===== src/rtl/uart_loopback.sv =====
// uart_loopback: 8N1 UART with TX FIFO, transmitter, internal serial loopback, receiver and RX FIFO.
// Ports:
//   clk        system clock, rising edge
//   reset      asynchronous active-high reset
//   final_val  baud divisor limit, one 16x tick every final_val+1 clocks
//   twr_en     push strobe for the TX FIFO, twr_data is the byte pushed
//   rrd_en     pop strobe for the RX FIFO, rrd_data is its head (first-word-fall-through)
//   tx_full    TX FIFO full
//   rx_full    RX FIFO full
//   rx_empty   RX FIFO empty
module uart_fifo #(
  parameter int DW = 8,
  parameter int AW = 4
) (
  input  logic          clk,
  input  logic          reset,
  input  logic          wr,
  input  logic [DW-1:0] w_data,
  input  logic          rd,
  output logic [DW-1:0] r_data,
  output logic          full,
  output logic          empty
);
  logic [DW-1:0] mem [2**AW];
  logic [AW-1:0] wp, rp;
  logic last_wr, do_wr, do_rd;
  // Equal pointers are ambiguous; the direction of the last occupancy change resolves full vs empty.
  assign full = (wp == rp) && last_wr;
  assign empty = (wp == rp) && !last_wr;
  assign do_wr = wr && !full;
  assign do_rd = rd && !empty;
  assign r_data = mem[rp];
  always_ff @(posedge clk or posedge reset) begin
    if (reset) begin
      wp <= '0;
      rp <= '0;
      last_wr <= 1'b0;
      for (int i = 0; i < 2**AW; i++) mem[i] <= '0;
    end else begin
      if (do_wr) begin
        mem[wp] <= w_data;
        wp <= wp + 1'b1;
      end
      if (do_rd) rp <= rp + 1'b1;
      if (do_wr != do_rd) last_wr <= do_wr;
    end
  end
endmodule

module uart_loopback #(
  parameter int DBIT = 8,
  parameter int SB_TICK = 16,
  parameter int FIFO_AW = 4
) (
  input  logic            clk,
  input  logic            reset,
  input  logic [10:0]     final_val,
  input  logic            twr_en,
  input  logic [DBIT-1:0] twr_data,
  input  logic            rrd_en,
  output logic [DBIT-1:0] rrd_data,
  output logic            tx_full,
  output logic            rx_full,
  output logic            rx_empty
);
  localparam int NW = $clog2(DBIT);
  localparam logic [NW-1:0] D_LAST = NW'(DBIT - 1);
  localparam logic [3:0] SB_LAST = 4'(SB_TICK - 1);
  typedef enum logic [1:0] {IDLE, START, DATA, STOP} state_t;
  logic [10:0] cnt, lim;
  logic tick;
  // The limit is latched at each wrap so a new divisor only applies from the next period.
  assign tick = cnt == lim;
  always_ff @(posedge clk or posedge reset) begin
    if (reset) begin
      cnt <= '0;
      lim <= '0;
    end else if (tick) begin
      cnt <= '0;
      lim <= final_val;
    end else begin
      cnt <= cnt + 1'b1;
    end
  end
  logic [DBIT-1:0] tx_head;
  logic tx_empty, tx_pop;
  uart_fifo #(.DW(DBIT), .AW(FIFO_AW)) tx_fifo (
    .clk(clk), .reset(reset), .wr(twr_en), .w_data(twr_data), .rd(tx_pop),
    .r_data(tx_head), .full(tx_full), .empty(tx_empty)
  );
  state_t tx_state, tx_state_n;
  logic [3:0] ts, ts_n;
  logic [NW-1:0] tn, tn_n;
  logic [DBIT-1:0] tb, tb_n;
  logic tx_reg, tx_n, rx_line;
  always_ff @(posedge clk or posedge reset) begin
    if (reset) begin
      tx_state <= IDLE;
      ts <= '0;
      tn <= '0;
      tb <= '0;
      tx_reg <= 1'b1;
    end else begin
      tx_state <= tx_state_n;
      ts <= ts_n;
      tn <= tn_n;
      tb <= tb_n;
      tx_reg <= tx_n;
    end
  end
  always_comb begin
    tx_state_n = tx_state;
    ts_n = ts;
    tn_n = tn;
    tb_n = tb;
    tx_n = tx_reg;
    tx_pop = 1'b0;
    case (tx_state)
      IDLE: begin
        tx_n = 1'b1;
        if (!tx_empty) begin
          tx_state_n = START;
          ts_n = '0;
          tb_n = tx_head;
          tx_pop = 1'b1;
        end
      end
      START: begin
        tx_n = 1'b0;
        if (tick) begin
          if (ts == 4'd15) begin
            tx_state_n = DATA;
            ts_n = '0;
            tn_n = '0;
          end else ts_n = ts + 1'b1;
        end
      end
      DATA: begin
        tx_n = tb[0];
        if (tick) begin
          if (ts == 4'd15) begin
            ts_n = '0;
            tb_n = tb >> 1;
            if (tn == D_LAST) tx_state_n = STOP;
            else tn_n = tn + 1'b1;
          end else ts_n = ts + 1'b1;
        end
      end
      STOP: begin
        tx_n = 1'b1;
        if (tick) begin
          if (ts == SB_LAST) tx_state_n = IDLE;
          else ts_n = ts + 1'b1;
        end
      end
      default: tx_state_n = IDLE;
    endcase
  end
  always_ff @(posedge clk or posedge reset) begin
    if (reset) rx_line <= 1'b1;
    else rx_line <= tx_reg;
  end
  state_t rx_state, rx_state_n;
  logic [3:0] rs, rs_n;
  logic [NW-1:0] rn, rn_n;
  logic [DBIT-1:0] rb, rb_n;
  logic rx_done;
  always_ff @(posedge clk or posedge reset) begin
    if (reset) begin
      rx_state <= IDLE;
      rs <= '0;
      rn <= '0;
      rb <= '0;
    end else begin
      rx_state <= rx_state_n;
      rs <= rs_n;
      rn <= rn_n;
      rb <= rb_n;
    end
  end
  always_comb begin
    rx_state_n = rx_state;
    rs_n = rs;
    rn_n = rn;
    rb_n = rb;
    rx_done = 1'b0;
    case (rx_state)
      IDLE: begin
        if (!rx_line) begin
          rx_state_n = START;
          rs_n = '0;
        end
      end
      START: begin
        // Recheck at mid start bit so a short low glitch is not taken as a frame.
        if (tick) begin
          if (rs == 4'd7) begin
            rx_state_n = rx_line ? IDLE : DATA;
            rs_n = '0;
            rn_n = '0;
          end else rs_n = rs + 1'b1;
        end
      end
      DATA: begin
        if (tick) begin
          if (rs == 4'd15) begin
            rs_n = '0;
            rb_n = {rx_line, rb[DBIT-1:1]};
            if (rn == D_LAST) rx_state_n = STOP;
            else rn_n = rn + 1'b1;
          end else rs_n = rs + 1'b1;
        end
      end
      STOP: begin
        if (tick) begin
          if (rs == SB_LAST) begin
            rx_state_n = IDLE;
            rx_done = 1'b1;
          end else rs_n = rs + 1'b1;
        end
      end
      default: rx_state_n = IDLE;
    endcase
  end
  uart_fifo #(.DW(DBIT), .AW(FIFO_AW)) rx_fifo (
    .clk(clk), .reset(reset), .wr(rx_done), .w_data(rb), .rd(rrd_en),
    .r_data(rrd_data), .full(rx_full), .empty(rx_empty)
  );
endmodule


===== config.mk =====
export PLATFORM = sky130hd
export DESIGN_NAME = uart_loopback
export DESIGN_NICKNAME = d
export VERILOG_FILES = /design/src/rtl/uart_loopback.sv
export SDC_FILE = /design/constraint.sdc
export NUM_CORES = 1
export LEC_CHECK = 0
export ABC_AREA = 1
export BUFFER_PORTS_ARGS = -buffer_cell sky130_fd_sc_hd__buf_2
export CAP_MARGIN = 20
export CELL_PAD_IN_SITES_DETAIL_PLACEMENT = 1
export CELL_PAD_IN_SITES_GLOBAL_PLACEMENT = 1
export CORE_ASPECT_RATIO = 1.2
export CORE_MARGIN = 3
export CORE_UTILIZATION = 52
export CTS_BUF_LIST = sky130_fd_sc_hd__clkbuf_4 sky130_fd_sc_hd__clkbuf_8 sky130_fd_sc_hd__clkbuf_16
export DETAILED_ROUTE_END_ITERATION = 7
export PLACE_DENSITY_LB_ADDON = 0.1
export SLEW_MARGIN = 20
export SYNTH_ARGS = -nofsm -noshare
export SYNTH_HDL_FRONTEND = slang
export SYNTH_SLANG_ARGS = --single-unit
export TNS_END_PERCENT = 30

===== constraint.sdc =====
create_clock -name clk -period 27.6 [get_ports clk]
set_input_delay 8.28 -clock clk [delete_from_list [all_inputs] [get_ports clk]]
set_output_delay 8.28 -clock clk [all_outputs]
set_load 0.02 [all_outputs]

# After elaboration in Yosys (flattened, before gate mapping)
# Index checks and enable logic that the tools add are counted.
[word_totals]
input_bits = 23
output_inout_bits = 11
word_cells = 205
regBits = 332
[classes]
n_lt_le_gt_ge = 6
n_addsub = 9
n_bitwise = 4
n_reduce_logical = 31
muxes = 68
n_eq_ne = 37
[ops]
columns = ["cell", "count"]
rows = [
  ["bitwise mux 128 bit", 2],
  ["2-to-1 mux 8 bit", 9],
  ["binary-select mux 8 bit (select 4 bit)", 2],
  ["demux 8 bit (select 4 bit)", 2],
  ["2-to-1 mux 4 bit", 12],
  ["inequality test 2 bit (second input constant)", 20],
  ["2-to-1 mux 2 bit", 17],
  ["2-to-1 mux 3 bit", 10],
  ["adder 4 x 1 -> 4 bit (second input constant)", 6],
  ["greater-or-equal comparator 5 bit (second input constant)", 4],
  ["NOT 4 -> 5 bit", 4],
  ["one-hot mux 2 bit (4 select lines)", 2],
  ["one-hot mux 4 bit (4 select lines)", 1],
  ["one-hot mux 8 bit (2 select lines)", 1],
  ["AND reduction 8 bit", 2],
  ["one-hot mux 3 bit (2 select lines)", 2],
  ["one-hot mux 4 bit (3 select lines)", 1],
  ["AND reduction 6 bit", 2],
  ["adder 11 x 1 -> 11 bit (second input constant)", 1],
  ["== test 11 bit", 1],
  ["2-to-1 mux 11 bit", 1],
  ["logical AND 1 bit", 10],
  ["< comparator 5 x 1 -> 1 bit (second input constant)", 2],
  ["== test 2 bit (second input constant)", 4],
  ["17 further kinds", 37],
]

# Longest topological paths before layout
# Gate-level depths: netlist (run 1).
[depth]
depth_word = 6
ltp_mapped = 13
mapped_depth_nobuf = 10

# Modules after synthesis
# A second synthesis (run 1) with hierarchy kept.
[unflattened]
hier_cells = 2276
area_unflattened_um2 = 17737.0
[by_module_without_submodules]
columns = ["module", "seq_area_each_um2", "area_per_inst_um2", "cells_per_inst", "n_inst"]
rows = [
  ["uart_fifo (rx_fifo)", 3428.3, 7327.0, 936, 1],
  ["uart_fifo (tx_fifo)", 3428.3, 7320.8, 938, 1],
  ["uart_loopback", 1453.9, 3089.2, 402, 1],
]

# Least setup slack after synthesis (run 1)
# OpenSTA, ideal clock, no wires.
[synth_path]
kind = "flip-flop to output port"
start = "register rx_fifo.rp[0]"
end = "output port rrd_data[3]"
required_ns = 19.320
arrival_time_ns = 1.515
stages_incl_launch_ff = 8
slack_ns = 17.805
n_path_buf = 2
cell_sequence = "dfrtp_1 inv_1 clkbuf_1 clkbuf_1 nor2_1 o221ai_1 o211ai_1 nand2_1"
[synth_between]
elab_chain_cells = 4
[synth_rtl]
columns = ["item", "line", "rtl"]
rows = [
  ["from (decl)", "25", "logic [AW-1:0] wp, rp;"],
  ["from (signal assigned)", "44", "if (do_rd) rp <= rp + 1'b1;"],
  ["NOT 4 -> 5 bit (implied by the code)", "32", "assign r_data = mem[rp];"],
  ["binary-select mux 8 bit (select 4 bit)", "32", ""],
  ["2-to-1 mux 8 bit (implied by the code) (2 in a row)", "32", ""],
  ["to (decl)", "61", "output logic [DBIT-1:0] rrd_data,"],
]
# Every way passes these cells. The select of a mux whose other input is x is not followed.

# Worst setup path in the final report (run 1)
[layout_path]
start = "register rx_fifo.rp[0]"
end = "output port rrd_data[2]"
# Same word-level chain as after synthesis.

==> impl_metrics.py, run 1 <==
metrics = {
    "power": {
        "power.density_nw_per_um2": 85.48,
        "pwr-share-clk_pct": 32.2,
        "seq_power_share_pct": 41.0,
        "vdd_ir_drop_max_mv": 0.05832,
        "swShare_pct": 35.13,
        "netSwitchingPower_mw": 0.5341,
        "p_int_mw": 0.9863,
        "p_comb_share_pct": 26.8,
        "p_leak_nw": 8.601,
    },
    "global_route": {
        "grt_max_degree": 142,
        "grt_pass1_vias": 14790,
        "grt_overflow": 0,
        "grt_pass1_wl_mm": 80.18,
        "track_usage_pct": 29.48,
        "antenna_found_initial": 0,
    },
    "place": {
        "finalWeightedCongestion": 0.8277,
        "dp_cells": 2316,
        "place_ws_ns": 16.57,
        "io_buffer_count": 33,
        "place_hpwl_mm": 31.22,
    },
    "cts": {
        "cts_made_buffers": 37,
        "cts_tree": "built",
        "cts_hold_buf": 0,
        "cts.clk_slew.worst_paths_ns": 0.06,
        "root_buffer": "clkbuf_16",
        "clk_latency_ns": 0.54,
        "cts_htree_levels": 2,
        "clock_path_buffers": 3,
        "post_cts_buffers": 0,
        "cts_sinks": 332,
        "post_cts_resize_count": 0,
    },
    "sta": {
        "period_share_pct": 40.50,
        "worst_pin_slew_ns": 1.011,
        "worst_slack_ns": 16.42,
        "setup_viol": 0,
        "final.min_clock_period_ns": 11.18,
        "timing.slew.headroom_pct": 32.59,
        "fin_setup_tns_ns": 0,
        "slew_viol_final": 0,
        "grt_setup_unrepaired": "no",
        "fmax_mhz": 89.46,
        "final_hold_viol_count": 0,
        "fin_worst_skew_ns": 0.02233,
    },
    "detailed_routing": {
        "drc": 0,
        "dr_total_vias": 13920,
        "drt-initial-drc-count": 890,
        "ant_nets": 0,
        "avgRoutedWirePerCell_um": 20.75,
        "dr.pass1.iters": 5,
        "viasPerCell": 5.845,
        "wl_mm": 49.43,
    },
    "logic_synthesis": {
        "ys_ff_latch": 332,
        "yosys-top-cells-area": "dfrtp_1 (50%), nand2_1 (13%), nand3_1 (4.9%)",
        "yosysWarnings": 0,
        "syn-num-nets": 2035,
        "ys_seq_area_share_pct": 50.58,
        "yosys.area.top_type": "dfrtp_1",
        "synth_async_sr_flop_share_pct": 100.0,
        "synth-edff-count": 0,
        "synth_area_per_cell_um2": 8.253,
        "syn-cell-area_um2": 16430,
        "synth_top_area_share_pct": 50.26,
        "netlist_instances": 1991,
        "yosysUniqueCellTypes": 35,
        "synth_flop_cell": "dfrtp_1",
    },
    "floorplan": {
        "die_y_um": 200.7,
        "rows": 70,
        "die_w_um": 168.3,
        "initial_utilization_pct": 53.30,
        "core_area_um2": 30830,
        "io_pins": 34,
        "die_area_um2": 33780,
    },
    "cells_and_area": {
        "finish.utilization_pct": 57.69,
        "stdcell_count": 2382,
        "largestRegisters": "rx_fifo.mem x128, tx_fifo.mem x128",
        "antenna_cells": 0,
        "syn2layout_area_growth_pct": 8.255,
        "drive_gt1_share_pct": 10.52,
        "mostFrequentLayoutCells": "nand2_1 (558), dfrtp_1 (328), nor2_1 (203)",
        "final_nets": 2004,
        "layout_commonest_cell": "nand2_1",
    },
    "min_path": {
        "min_from": "tx_reg",
        "hold_path_depth": 0,
        "hold_path.class": "flop to flop",
        "holdPathEnd": "rx_line",
    },
    "critical_path": {
        "crit_fanout": 68,
        "reg2regPathDepth": 12,
        "arrival_ns": 2.90,
        "crit_chain": "buf_4 > inv_2 > buf_12 > o21ai_0 > o22ai_1 > o211ai_1 > nand2_1 > buf_2",
        "slowest_delay_ns": 0.58,
        "cp-start-kind": "flop",
        "crit_required_ns": 19.32,
        "end_kind": "output port",
        "reg2reg_from": "rx_fifo.rp[1]",
        "r2r_slack_ns": 24.03,
        "r2r-end": "rx_fifo.mem[6]",
        "crit_type": "flop to output port",
        "crit_slowest_cell": "buf_4",
    },
    "outcome": {
        "outcome": "complete, no violations",
    },
    "job": {
        "maxCapViolations": 0,
    },
}
per-layer routing:
metal  vias up  global-route usage, %  share of wire, %
met5         -                      0                 0
li1       6483                      -                 -
met2       298                  52.96                52
met4         0                  13.65               4.7
met1      7017                  35.15                40
met3       124                  3.506               3.3
per-stage QoR:
step                hold slack [ns]  power (mW)  cell area (um^2)
finish                       0.3590       1.520             17790
global route                 0.3673       1.608             17790
CTS                          0.3593       1.525             17770
detailed placement           0.3503       1.034             16570
global placement             0.3469       1.010             16570
floorplan                    0.3452      0.9042             16430
cells in the mapped netlist, types with 11 or more instances:
cell,count
nand3_1,161
o21ai_0,149
o221ai_1,24
dfrtp_1,330
o21ai_2,51
o211ai_1,35
nor2_1,203
clkbuf_1,65
buf_6,17
inv_1,110
xor2_1,20
nand3_4,15
nand2_1,558
buf_1,13
ha_1,21
a21oi_1,63
nand4_1,24
o21ai_1,53
o22ai_1,11
buf_2,15
power groups by stage:
stage | Combinational, mW | Sequential, mW | Clock [mW]
3_3_place_gp | 0.385 | 0.625 | 0
6_report | 0.407 | 0.624 | 0.489
4_1_cts | 0.407 | 0.623 | 0.495
2_1_floorplan | 0.289 | 0.616 | 0
3_5_place_dp | 0.403 | 0.631 | 0
5_1_grt | 0.458 | 0.634 | 0.516
critical path: cells and delay by family (launching register included):
kind	cells	cell delay (ns)
AOI/OAI and AO/OA	3	0.47
buffers and inverters	4	1.37
DFF	1	0.34
and+or+nand+nor	1	0.14
final cells by class:
type	count	area, um^2
clock buffer	59	1160
tap	396	495.5
timing repair buffer	46	275.3
clock inverter	6	32.53
multi-input combinational	1421	7041
inverter	122	470.5
sequential	332	8313
fill	3707	13040
worst max-delay path by stage:
stage / from / to / slack [ns] / cells after the start
3_3_place_gp: reset / tx_fifo.mem[93] / 16.59 / 4
3_5_place_dp: reset / tx_fifo.mem[93] / 16.57 / 4
6_report: rx_fifo.rp[0] / rrd_data[2] / 16.42 / 8
2_1_floorplan: reset / asynchronous set/reset pin / 10.13 / 1
5_1_grt: rx_fifo.rp[0] / rrd_data[2] / 16.28 / 8
4_1_cts: rx_fifo.rp[0] / rrd_data[6] / 16.17 / 7
cells by family after synthesis:
kind of cell / count (synthesis) / synth area share, %
compound gates: 388 / 14.19
flops: 332 / 50.58
simple gates: 989 / 25.84
fa+ha+maj: 21 / 1.599
buf+inv: 238 / 6.572
xor+xnor: 23 / 1.226
(Power assumes the default switching activity.)
==> run 2: changes to the inputs <==
CORE_UTILIZATION = 43   (was 52)
clock period = 9 ns   (was 27.6 ns; I/O delays follow)
==> run 2 against run 1 <==
Via count down 1.1%; non-clock buffer count down 1; setup slack worse by 13 ns; clock-buffer cell count decreased by 1; sequential power rose to 3.1 times the previous value; critical path depth is the same; first-iteration DRC count fell by 18%; routed wire length up 0.69%; largest power group unchanged; critical path type unchanged; register-to-register slack worse by 20 ns; cell area increased by 1.2%.
==> impl_metrics.py, run 2 (synthesis gave the netlist of run 1 again) <==
metrics = {
    "cts": {
        "clock_path_buffers": 3,
        "post_cts_resize_count": 0,
        "cts.clk_slew.worst_paths_ns": 0.06,
        "cts_htree_levels": 2,
        "cts_hold_buf": 0,
        "clk_latency_ns": 0.54,
        "post_cts_buffers": 0,
        "root_buffer": "clkbuf_16",
        "cts_sinks": 332,
        "cts_made_buffers": 38,
        "cts_tree": "built",
    },
    "global_route": {
        "grt_overflow": 0,
        "antenna_found_initial": 0,
        "track_usage_pct": 25.13,
        "grt_pass1_wl_mm": 80.67,
        "grt_max_degree": 171,
        "grt_pass1_vias": 14540,
    },
    "sta": {
        "final_hold_viol_count": 0,
        "fin_setup_tns_ns": 0,
        "final.min_clock_period_ns": 5.738,
        "grt_setup_unrepaired": "no",
        "setup_viol": 0,
        "timing.slew.headroom_pct": 28.36,
        "worst_pin_slew_ns": 1.075,
        "period_share_pct": 63.75,
        "hold_slack_ns": 0.3559,
        "fin_worst_skew_ns": 0.01537,
        "fmax_mhz": 174.3,
        "slew_viol_final": 0,
    },
    "critical_path": {
        "crit_fanout": 68,
        "end_kind": "output port",
        "crit_slowest_cell": "inv_2",
        "cp-start-kind": "flop",
        "slowest_delay_ns": 0.59,
        "crit_chain": "buf_4 > inv_2 > nand2_1 > nand2_1 > nor2_2 > nand3_4 > inv_1 > buf_2",
        "worst_path_most_repeated_cell": "nand2_1",
        "crit_type": "flop to output port",
        "arrival_ns": 3.04,
        "crit_required_ns": 6.30,
    },
    "cells_and_area": {
        "final_nets": 2004,
        "drive_gt1_share_pct": 10.66,
        "mostFrequentLayoutCells": "nand2_1 (558), dfrtp_1 (328), nor2_1 (203)",
        "fin_area_um2": 17990,
        "syn2layout_area_growth_pct": 9.511,
        "finish.utilization_pct": 48.26,
        "largestRegisters": "rx_fifo.mem x128, tx_fifo.mem x128",
        "layout_commonest_cell": "nand2_1",
        "antenna_cells": 0,
    },
    "detailed_routing": {
        "ant_nets": 0,
        "dr.pass1.iters": 5,
        "drc": 0,
        "wl_mm": 49.77,
        "drt-initial-drc-count": 734,
        "avgRoutedWirePerCell_um": 20.21,
        "dr_total_vias": 13770,
        "viasPerCell": 5.594,
    },
    "floorplan": {
        "rows": 77,
        "die_y_um": 220.1,
        "io_pins": 34,
        "initial_utilization_pct": 44.07,
        "core_area_um2": 37280,
        "die_w_um": 184.4,
        "die_area_um2": 40600,
    },
    "job": {
        "maxCapViolations": 0,
    },
    "power": {
        "power.density_nw_per_um2": 264.2,
        "vdd_ir_drop_max_mv": 0.1742,
        "p_leak_nw": 8.653,
    },
    "place": {
        "place_area_um2": 16680,
        "finalWeightedCongestion": 0.8037,
        "place_hpwl_mm": 31.56,
        "io_buffer_count": 33,
    },
    "outcome": {
        "outcome": "complete, no violations",
    },
    "min_path": {
        "hold_path.class": "flop to flop",
    },
}
[run 2: final cells by class]
cell class	count	area (um^2)
Fill cell	4474	19290
Multi-Input combinational cell	1421	7041
Clock buffer	58	1210
Tap cell	474	593.1
Clock inverter	10	100.1
Sequential cell	332	8315
Timing Repair Buffer	45	267.8
Inverter	122	466.7
[run 2: where the power goes]
group | switching (mW) | internal, mW
Clock | 0.636 | 0.984
Sequential | 0.140 | 1.77
Combinational | 0.854 | 0.374
[run 2: path summary, 6_finish.rpt]
path / start / to / slack, ns / cells past startpoint
worst max-delay path: rx_fifo.rp[0] / rx_full / 3.26 / 8
worst min-delay path: tx_reg / rx_line / 0.36 / 0
worst max register to register: rx_fifo.rp[0] / rx_fifo.mem[7] / 4.52 / 10
worst min register to register: tx_reg / rx_line / 0.36 / 0
max in group asynchronous: reset / rx_fifo.rp[0] / 5.11 / 4
min in group asynchronous: reset / tx_fifo.mem[24] / 2.08 / 2
[run 2: through the flow]
step	setup WS, ns	std cells	power [mW]
6_report	3.262	2462	4.754
5_1_grt	3.014	2462	5.049
4_1_cts	3.267	2462	4.812
3_5_place_dp	3.851	2394	3.165
3_3_place_gp	3.919	2394	3.109
2_1_floorplan	1.867	1991	2.774
[run 2: per-layer routing]
| layer | vias to the layer above | wire, um | track usage (%) |
|---|---|---|---|
| li1 | 6504 | - | - |
| met3 | 85 | 1294 | 2.746 |
| met4 | 0 | 1819 | 9.150 |
| met5 | - | 0 | 0 |
| met1 | 6975 | 20570 | 30.47 |
| met2 | 209 | 26080 | 46.10 |
[run 2: worst max-delay path, delay by kind of cell (launching register included)]
family | cells | cell delay [ns]
buffers and inverters | 4 | 1.44
and+or+nand+nor | 4 | 0.67
DFF | 1 | 0.34
